$ cat config.mk
export PLATFORM = sky130hd
export DESIGN_NAME = tmr_voter_reg
export DESIGN_NICKNAME = d
export VERILOG_FILES = /design/src/rtl/tmr_voter_reg_pkg.sv /design/src/rtl/maj3_n.sv /design/src/rtl/tmr_voter_reg.sv
export SDC_FILE = /design/constraint.sdc
export NUM_CORES = 1
export LEC_CHECK = 0
export ABC_AREA = 1
export BUFFER_PORTS_ARGS = -buffer_cell sky130_fd_sc_hd__buf_4
export CAP_MARGIN = 40
export CELL_PAD_IN_SITES_DETAIL_PLACEMENT = 0
export CELL_PAD_IN_SITES_GLOBAL_PLACEMENT = 1
export CORE_ASPECT_RATIO = 1.75
export CORE_MARGIN = 4
export CORE_UTILIZATION = 32
export DETAILED_ROUTE_END_ITERATION = 7
export PLACE_DENSITY = 0.82
export RECOVER_POWER = 25
export SETUP_SLACK_MARGIN = 0.1
export SYNTH_ARGS = -nofsm -noshare
export SYNTH_HDL_FRONTEND = slang
export SYNTH_SLANG_ARGS = --single-unit
$ cat constraint.sdc
create_clock -name clk -period 1.3 [get_ports clk]
set_input_delay 0.26 -clock clk [delete_from_list [all_inputs] [get_ports clk]]
set_output_delay 0.26 -clock clk [all_outputs]
set_load 0.02 [all_outputs]
$ cat src/rtl/tmr_voter_reg_pkg.sv
// tmr_voter_reg_pkg: operating-mode encoding shared by the TMR voter register.
package tmr_voter_reg_pkg;

    typedef enum logic [1:0] {
        TMR      = 2'd0,
        DEGRADED = 2'd1,
        FAILED   = 2'd2
    } mode_t;

    function automatic logic [1:0] popcnt3(input logic [2:0] v);
        return {1'b0, v[0]} + {1'b0, v[1]} + {1'b0, v[2]};
    endfunction

endpackage

$ cat src/rtl/maj3_n.sv
// maj3_n: combinational bitwise 2-of-3 majority over WIDTH-bit words.
module maj3_n #(
    parameter int WIDTH = 8
) (
    input  logic [WIDTH-1:0] a,
    input  logic [WIDTH-1:0] b,
    input  logic [WIDTH-1:0] c,
    output logic [WIDTH-1:0] y
);

    assign y = (a & b) | (a & c) | (b & c);

endmodule

$ cat src/rtl/tmr_voter_reg.sv
// tmr_voter_reg: registered TMR voter with per-channel error counters and sticky fault flags.
// Define TMR_VOTER_DEGRADE_EN to enable DEGRADED/FAILED operation after channel faults.
module tmr_voter_reg
    import tmr_voter_reg_pkg::*;
#(
    parameter int WIDTH        = 8,
    parameter int CNT_W        = 4,
    parameter int FAULT_THRESH = 3
) (
    input  logic               clk,
    input  logic               rst_n,
    input  logic               valid_in,
    input  logic [WIDTH-1:0]   a,
    input  logic [WIDTH-1:0]   b,
    input  logic [WIDTH-1:0]   c,
    input  logic               clr_faults,
    output logic               valid_out,
    output logic [WIDTH-1:0]   vote_out,
    output logic               mismatch,
    output logic [2:0]         ch_fault,
    output logic [3*CNT_W-1:0] err_cnt,
    output logic [1:0]         mode
);

    localparam logic [CNT_W-1:0] CNT_MAX = '1;
    localparam logic [CNT_W-1:0] THRESH  = CNT_W'(FAULT_THRESH);

    logic [WIDTH-1:0] maj;
    logic [WIDTH-1:0] word [3];
    logic [WIDTH-1:0] fvote;
    logic [WIDTH-1:0] vote_n;
    logic [CNT_W-1:0] cnt [3];
    logic [CNT_W-1:0] cnt_n [3];
    logic [2:0]       err;
    logic [1:0]       lo;
    logic [1:0]       hi;
    logic             mis_n;
    mode_t            state;
    mode_t            eff;

    maj3_n #(.WIDTH(WIDTH)) u_maj (.a(a), .b(b), .c(c), .y(maj));

    assign word  = '{a, b, c};
    assign mode  = state;
    // Healthy pair in DEGRADED: the two channels other than the lowest faulted one.
    assign lo    = ch_fault[0] ? 2'd1 : 2'd0;
    assign hi    = (ch_fault[0] | ch_fault[1]) ? 2'd2 : 2'd1;
    assign fvote = !ch_fault[0] ? a : !ch_fault[1] ? b : !ch_fault[2] ? c : a;

`ifdef TMR_VOTER_DEGRADE_EN
    assign eff = clr_faults ? TMR : state;
`else
    assign eff = TMR;
`endif

    for (genvar i = 0; i < 3; i++) begin : g_cnt
        assign err_cnt[i*CNT_W +: CNT_W] = cnt[i];
    end

    always_comb begin
        err    = '0;
        vote_n = maj;
        mis_n  = 1'b0;
        if (eff == TMR) begin
            for (int i = 0; i < 3; i++) err[i] = word[i] != maj;
            mis_n = |err;
        end else if (eff == DEGRADED) begin
            vote_n  = word[lo];
            mis_n   = word[lo] != word[hi];
            err[lo] = mis_n;
            err[hi] = mis_n;
        end else begin
            vote_n = fvote;
        end
        for (int i = 0; i < 3; i++)
            cnt_n[i] = (valid_in && err[i] && !ch_fault[i] && cnt[i] != CNT_MAX) ? cnt[i] + 1'b1 : cnt[i];
    end

    always_ff @(posedge clk or negedge rst_n) begin
        if (!rst_n) begin
            valid_out <= 1'b0;
            vote_out  <= '0;
            mismatch  <= 1'b0;
            ch_fault  <= '0;
            state     <= TMR;
            for (int i = 0; i < 3; i++) cnt[i] <= '0;
        end else begin
            valid_out <= valid_in;
            if (valid_in) begin
                vote_out <= vote_n;
                mismatch <= mis_n;
            end
            if (clr_faults) begin
                ch_fault <= '0;
                state    <= TMR;
                for (int i = 0; i < 3; i++) cnt[i] <= '0;
            end else begin
                for (int i = 0; i < 3; i++) begin
                    cnt[i] <= cnt_n[i];
                    if (cnt_n[i] >= THRESH) ch_fault[i] <= 1'b1;
                end
`ifdef TMR_VOTER_DEGRADE_EN
                if (valid_in)
                    state <= (popcnt3(ch_fault) >= 2'd2) ? FAILED :
                             (popcnt3(ch_fault) == 2'd1 && state == TMR) ? DEGRADED : state;
`endif
            end
        end
    end

endmodule

=== Word-level counts from Yosys, hierarchy flattened ===
Index checks and enable logic that the tools add are counted.

* $lt $le $gt $ge: 3
* Reduce and logical (&&, ||, !) cells: 16
* Bitwise logic cells: 5
* Add/sub/neg operators: 3
* Mux-type cells: 8
* Equality and inequality tests: 6

{| class="wikitable"
|+ Operators by type and width
! cell !! number
|-
| $and 8x8->8 || 3
|-
| $ne 8x8->1 || 3
|-
| $or 8x8->8 || 2
|-
| $add 4x1->4 const B || 3
|-
| $ge 4x2->1 const B || 3
|-
| $mux 12 || 1
|-
| $mux 4 || 3
|-
| $ne 4x4->1 const B || 3
|-
| $logic_and 1x1->1 || 9
|-
| $reduce_bool 2->1 || 3
|-
| $logic_not 1->1 || 3
|-
| $mux 1 || 3
|-
| $mux 3 || 1
|-
| $reduce_or 3->1 || 1
|}

* Input port bits: 28
* Register bits: 25
* Output and inout port bits: 27

=== Longest topological paths before layout ===
Gate-level depths: netlist of run 1.

* Depth in word-level cells: 11
* Depth in mapped cells: 14

=== Cells and area by module ===
From an unflattened synthesis of run 1, not the netlist that was laid out.

* Cells, all modules: 262
* Area total of the unflattened synthesis: 1813.0 um2

{| class="wikitable"
|+ By module, submodules not included
! module !! cells an instance !! instances !! sequential area each (um2) !! area each (um2)
|-
| tmr_voter_reg || 230 || 1 || 625.6 || 1642.8
|-
| maj3_n || 32 || 1 || 0.0 || 170.2
|}

=== Worst setup path after synthesis of run 1 ===
Ideal clock, no wire load.

* Path type: register to register
* Start point: register cnt (netlist bit err_cnt[0])
* End point: register ch_fault[0]
* Slack: -0.211 ns
* Stages on the path, launching flop included: 10
* Library setup time: 0.132 ns
* Buffers on the path: 0
* Data required time: 1.168 ns
* Data arrival time: 1.379 ns
* Cells stage by stage: dfrtp_1 > ha_1 > nand3_1 > nand3_1 > inv_1 > nand2_4 > o21ai_1 > nor2_1 > nor2_1 > nor2_1

* Longest elaborated chain between the ends: 5
* Elaborated cells on any way between the ends: 6
* Classes of those cells: 1 x add/sub; 1 x order compare; 1 x eq/ne; 1 x mux; 2 x reduce/logical

{| class="wikitable"
|+ Ends and longest elaborated chain
! what !! line !! RTL
|-
| from (decl) || tmr_voter_reg.sv:32 || <nowiki>logic [CNT_W-1:0] cnt [3];</nowiki>
|-
| from (signal, indexed assignment) || tmr_voter_reg.sv:99 || <nowiki>cnt[i] <= cnt_n[i];</nowiki>
|-
| branches (longest 2 deep; another with $add 4x1->4) || - ||
|-
| $mux 4 (*) || tmr_voter_reg.sv:76 || <nowiki>cnt_n[i] = (valid_in && err[i] && !ch_fault[i] && cnt[i] != CNT_MAX) ? cnt[i] + 1'b1 : cnt[i];</nowiki>
|-
| $ge 4x2->1 (*) || tmr_voter_reg.sv:100 || <nowiki>if (cnt_n[i] >= THRESH) ch_fault[i] <= 1'b1;</nowiki>
|-
| $reduce_bool 2->1 (no source line) (*) || - ||
|-
| to (signal assigned) || tmr_voter_reg.sv:84 || <nowiki>ch_fault <= '0;</nowiki>
|-
| to (signal assigned) || tmr_voter_reg.sv:94 || <nowiki>ch_fault <= '0;</nowiki>
|-
| to (signal, indexed assignment) || tmr_voter_reg.sv:100 ||
|-
| to (decl) || tmr_voter_reg.sv:20 || <nowiki>output logic [2:0] ch_fault,</nowiki>
|}

Every way passes the cells marked *.
A chain may end at the register's enable or synchronous reset.

=== Final worst setup path of run 1 ===
Ends and elaborated chain as after synthesis.

==> results of run 1 <==
[logic make-up (layout without fill, tap and decap cells)]
group	after synthesis	in the layout	synth area share
xor+xnor	4	4	0.0197
buf+inv	42	137	0.0935
fa+ha+maj	3	3	0.0211
flops	25	25	0.351
other cells	1	2	0.00211
simple gates	135	135	0.325
compound gates	60	60	0.187
[cell type report]
type                    instances  area (µm²)  share of cell area
well taps                      74        92.6              0.0325
multi-input cells             204        1140               0.401
clock buffers                   3        41.3              0.0145
clock inverters                 1        7.51             0.00264
flip-flops and latches         25         634               0.223
inverters                      37         141              0.0497
repair buffers                 96         788               0.277
[cells in the final DEF, fill, tap and decap left out, drive strengths merged]
cell type / count
conb: 2
buf: 92
o21ai: 43
inv: 37
nand3b: 2
xor2: 3
ha: 3
clkbuf: 6
clkinvlp: 1
a31oi: 2
a21oi: 6
nor3: 1
nor2: 21
dfrtp: 25
nand2: 82
dlygate4sd3: 1
nand3: 29
a21o: 9
xnor2: 1
[timing repair]
| action | in CTS | in global routing |
|---|---|---|
| hold endpoints to repair | 25 | 0 |
| hold buffers | 1 | 0 |
| setup buffers | 5 | 2 |
| gates resized for setup | 23 | 33 |
| cloned | 0 | 0 |
| pin swaps | 10 | 5 |
| setup endpoints to repair | 25 | 27 |
[sequential cells by signal (all words and copies together) (netlist names)]
signal,cells
vote_out,8
valid_out,1
mismatch,1
err_cnt,12
ch_fault,3
[Yosys cell counts, types with 3 or more instances]
master   count
a21o_1       9
a21oi_1      6
dfrtp_1     25
ha_1         3
inv_1       33
inv_2        4
nand2_1     76
nand2_2      5
nand3_1     29
nor2_1      18
nor2_2       3
o21ai_0     39
xor2_1       3
[metrics by stage]
stage                     hold slack (ns)  total power (W)  area, µm²  cells   util
after floorplan                   -0.0356          0.00137       1840    271      -
after global placement              0.181          0.00178       2570    428  0.481
after detailed placement            0.187          0.00180       2570    428  0.481
after CTS                           0.262          0.00232       2740    438  0.513
after global routing                0.270          0.00255       2850    440  0.533
final                               0.258          0.00238       2850    440  0.533
[where the power goes]
group | switching, W | internal (W) | total, W
clock network | 0.000268 | 0.000218 | 0.000486
logic | 0.000506 | 0.000467 | 0.000973
registers | 0.0000681 | 0.000853 | 0.000921
[worst max path at each step]
stage	cells after the start	slack (ns)	startpoint	endpoint
floorplan	11	-0.11	err_cnt[4]$_DFF_PN0_	ch_fault[1]$_DFFE_PN0P_
global placement	11	-0.26	b[4]	ch_fault[0]$_DFFE_PN0P_
detailed placement	11	-0.27	b[4]	ch_fault[0]$_DFFE_PN0P_
CTS	11	-0.09	err_cnt[8]$_DFF_PN0_	ch_fault[2]$_DFFE_PN0P_
global route	11	-0.24	err_cnt[8]$_DFF_PN0_	ch_fault[2]$_DFFE_PN0P_
finish	10	-0.11	err_cnt[0]$_DFF_PN0_	ch_fault[0]$_DFFE_PN0P_
[layer usage]
layer,track usage,vias to the layer above
li1,-,1061
met3,0.00314,6
met1,0.165,923
met2,0.300,34
met4,0.0484,0
met5,0,-
==> flow_summary.toml, run 1 <==
[synthesis]
synthCells = 270
synth_edf_count = 0
yosys_warnings = 0
synthesis.area_mm2 = 0.00178
avgSynthCellArea_um2 = 6.59
yosys.cell_types.count = 24
synthTopCellsByArea = "dfrtp_1 35%, nand2_1 16%, o21ai_0 11%"
ys_seq_area_frac = 0.351
synth-main-ff-cell = "dfrtp_1"
synth_top_area_share = 0.351
synth_seq_cells = 25
async_flop_share = 1.00
yosysTopAreaCell = "dfrtp_1"

[cts]
htree_levels = 1
ctsLongestPathBuffers = 2
cts_tree = "yes"
clk_pin_slew_ns = 0.10
cts_buffers = 3
cts_root_buf = "clkbuf_8"
clk_latency_ns = 0.27
cts_sinks = 25

[drt]
post-route-drc-count = 0
wl_um = 4920
ant_nets = 0
firstDrtPassIters = 4
vias_per_cell = 4.60
drt_iter0_drc = 58
top_layer_used = "met4"
wl_met3_um = 136
wl_per_cell_um = 11.2
dr_wl_met2_um = 2860
vias = 2024
wl_met1_um = 1850

[critical_path]
cp_max_fo = 5
rrSetupSlack_ns = -0.11
cp.arrival_ns = 1.62
path_class = "reg2reg"
end_kind = "flip-flop"
cpPeakStageDelay_ns = 0.45
worstPathBufferInverterCount = 1
timing.critical_path.mode_cell = "nor2_1"
required_ns = 1.51
ff2ff_path_depth = 10
rr_startpoint = "err_cnt[0]$_DFF_PN0_"
cp-start-kind = "flip-flop"
critical-path-top-delay-family = "simple AND/OR/NAND/NOR gates"
rr_endpoint = "ch_fault[0]$_DFFE_PN0P_"
crit_slowest_cell = "dfrtp_2"
path_cells = "ha_4 -> nand3_2 -> nand3_2 -> inv_4 -> nand2_8 -> nand2_2 -> o21ai_4 -> nor2_1 -> nor2_1 -> nor2_1"

[hold_path]
hp-class = "in2reg"
holdPathEnd = "err_cnt[0]$_DFF_PN0_"
min_from = "clr_faults"
worstHoldPathCells = 2

[status]
status = "complete, but fails checks"
violations = "setup timing"

[die]
die_h_um = 107
ios = 55
start_util = 0.333
die_x_um = 64.4
rows = 35
core-area_mm2 = 0.00534
die-area_mm2 = 0.00687

[placement]
portBuffers = 52
gp_congestion = 0.811
post-place-ws_ns = -0.274
dp_hpwl_um = 3990

[timing]
tns_ns = -0.592
slew_violations = 0
max_freq_ghz = 0.710
finalSetupViolCount = 11
post-route-min-period_ns = 1.41
period_share = 1.08
worst_clock_skew_ns = 0.00465
tightest_slew_ns = 0.642
maxSlewHeadroom = 0.572
rsz0062_at_grt = "yes"
hold_viol_final = 0
final.setup.worst_slack_ns = -0.109

[finish]
num-nets-final = 398
drive_gt1_frac = 0.415
fillCellCount = 540
synthToLayoutAreaGrowth_pct = 59.9
antennaDiodeCount = 0

[job]
drv_cap = 0

[grt]
antenna_found_initial = 0
first_global_vias = 1981
grt_pass1_wl_um = 8470
grt_max_degree = 26
grt_remaining_overflow = 0
grtUsageTotal = 0.150

[pwr]
peakVddDrop_uv = 450
power.density_mw_per_mm2 = 836
p_leak_nw = 1.51
(Power assumes the default switching activity.)
==> inputs of run 2 (changes only) <==
--- a/config.mk
+++ b/config.mk
@@ -13,6 +13,7 @@
 export CORE_ASPECT_RATIO = 1.75
 export CORE_MARGIN = 4
 export CORE_UTILIZATION = 32
+export CTS_BUF_LIST = sky130_fd_sc_hd__clkbuf_16
 export DETAILED_ROUTE_END_ITERATION = 7
 export PLACE_DENSITY = 0.82
 export RECOVER_POWER = 25
==> flow_summary.toml, run 2 (same netlist as run 1, synthesis figures left out) <==
[critical_path]
cp.arrival_ns = 1.56
worstPathBufferInverterCount = 1
cpPeakStageDelay_ns = 0.43
cp-startpoint = "err_cnt[0]$_DFF_PN0_"
timing.critical_path.mode_cell = "nor2_1"
crit_slowest_cell = "dfrtp_2"
path_class = "reg2reg"
end_kind = "flip-flop"
ff2ff_path_depth = 9
path_cells = "ha_4 -> nand3_2 -> nand3_2 -> inv_4 -> nand2_8 -> o21ai_4 -> nor2_1 -> nor2_1 -> nor2_1"
required_ns = 1.44
rr_startpoint = "err_cnt[0]$_DFF_PN0_"
crit_cells = 9
cp_max_fo = 5
critical-path-top-delay-family = "flip-flops"
cp-start-kind = "flip-flop"

[placement]
gp_congestion = 0.811
dp_hpwl_um = 3990
post-place-ws_ns = -0.274
portBuffers = 52

[drt]
ant_nets = 0
vias_per_cell = 4.66
wl_um = 5070
firstDrtPassIters = 4
drt_iter0_drc = 43
wl_per_cell_um = 11.6
vias = 2043
post-route-drc-count = 0

[finish]
fillCellCount = 535
final_cell_mix = "74 x buf_4, 68 x nand2_1, 36 x o21ai_0"
synthToLayoutAreaGrowth_pct = 61.8
drive_gt1_frac = 0.426
layout_commonest_cell = "buf_4"
final_core_util = 0.539
largest_reg_flops = 12
num-nets-final = 396
antennaDiodeCount = 0

[die]
die_h_um = 107
die_x_um = 64.4
core-area_mm2 = 0.00534
rows = 35
die-area_mm2 = 0.00687
ios = 55
start_util = 0.333

[hold_path]
hp-class = "in2reg"
min_from = "valid_in"
worstHoldPathCells = 2

[pwr]
combPwrFrac = 0.379
clkPwrFrac = 0.266
switching_share = 0.329
seqPwrFrac = 0.355
p_total_w = 0.00259
peakVddDrop_uv = 678
p_sw_w = 0.000854
p_int_w = 0.00174
p_leak_nw = 1.52
power.density_mw_per_mm2 = 899

[timing]
final.setup.worst_slack_ns = -0.118
hold_slack_ns = 0.278
rsz0062_at_grt = "yes"
finalSetupViolCount = 12
slew_violations = 0
post-route-min-period_ns = 1.42
max_freq_ghz = 0.705
period_share = 1.09
hold_viol_final = 0
worst_clock_skew_ns = 0.00336

[grt]
first_global_vias = 1996
grt_pass1_wl_um = 8490
grt_remaining_overflow = 0
antenna_found_initial = 0
grt_max_degree = 26
grtUsageTotal = 0.149

[cts]
ctsLongestPathBuffers = 2
cts_tree = "yes"
clk_latency_ns = 0.26
cts_buffers = 3
htree_levels = 1
clk_pin_slew_ns = 0.07
cts_sinks = 25
cts_root_buf = "clkbuf_16"

[status]
status = "complete, but fails checks"
violations = "setup timing"

[job]
drv_cap = 0
==> run 2: cell types whose count changed in the layout (fill, tap and decap cells not counted), moves of 2 or more <==
cell | previous run | this run
clkbuf_8 | 3 | 0
buf_4 | 72 | 74
clkbuf_16 | 0 | 3
nand3_1 | 23 | 21
clkbuf_1 | 2 | 0
nand3_2 | 6 | 8
==> run 2: path summary, 6_finish.rpt <==
| check | to | slack, ns |
|---|---|---|
| worst min register to register | vote_out[1]$_DFFE_PN0P_ | 0.49 |
| worst min-delay path | vote_out[4]$_DFFE_PN0P_ | 0.28 |
| max in group asynchronous | err_cnt[8]$_DFF_PN0_ | 0.58 |
| worst max-delay path | ch_fault[0]$_DFFE_PN0P_ | -0.12 |
| min in group asynchronous | err_cnt[7]$_DFF_PN0_ | 0.44 |
| worst max register to register | ch_fault[0]$_DFFE_PN0P_ | -0.12 |
==> run 2: power by group through the flow <==
stage	logic, W	registers [W]	clock network [W]
CTS	0.000903	0.000919	0.000702
global placement	0.000857	0.000926	0
detailed placement	0.000867	0.000932	0
floorplan	0.000346	0.00102	0
finish	0.000983	0.000920	0.000689
global route	0.00109	0.000930	0.000746
==> run 2: layout make-up <==
class	instances	area, µm²	area share
clock buffer	3	75.1	0.0261
clock inverter	1	7.51	0.00261
inverter	37	141	0.0491
tap	74	92.6	0.0321
timing repair buffer	94	779	0.271
sequential	25	633	0.220
multi-input combinational	204	1150	0.400
==> run 2: per-stage QoR <==
stage                     std cells  setup TNS (ns)  cell area [µm²]
after floorplan                 271          -0.281             1840
after global placement          428           -2.30             2570
after detailed placement        428           -2.62             2570
after CTS                       435          -0.422             2750
after global routing            438           -1.78             2880
final                           438          -0.588             2880
==> run 2: repair_timing <==
action                                  CTS  global route
hold buffers                              1             0
pin swaps                                11             8
buffers inserted                          2             4
hold endpoints to repair                 25             0
gates resized for setup                  23            37
endpoints found under the setup margin   24            25
cloned                                    0             0
==> run 2: metal layers <==
layer  routed length (µm)  part of all wire  global-route usage  vias up
met5                    0                 0                   0        -
met4                   69             0.014              0.0378        0
met3                  142             0.028             0.00839        4
met2                 3010              0.59               0.301       36
met1                 1850              0.37               0.163      946
li1                     -                 -                   -     1057
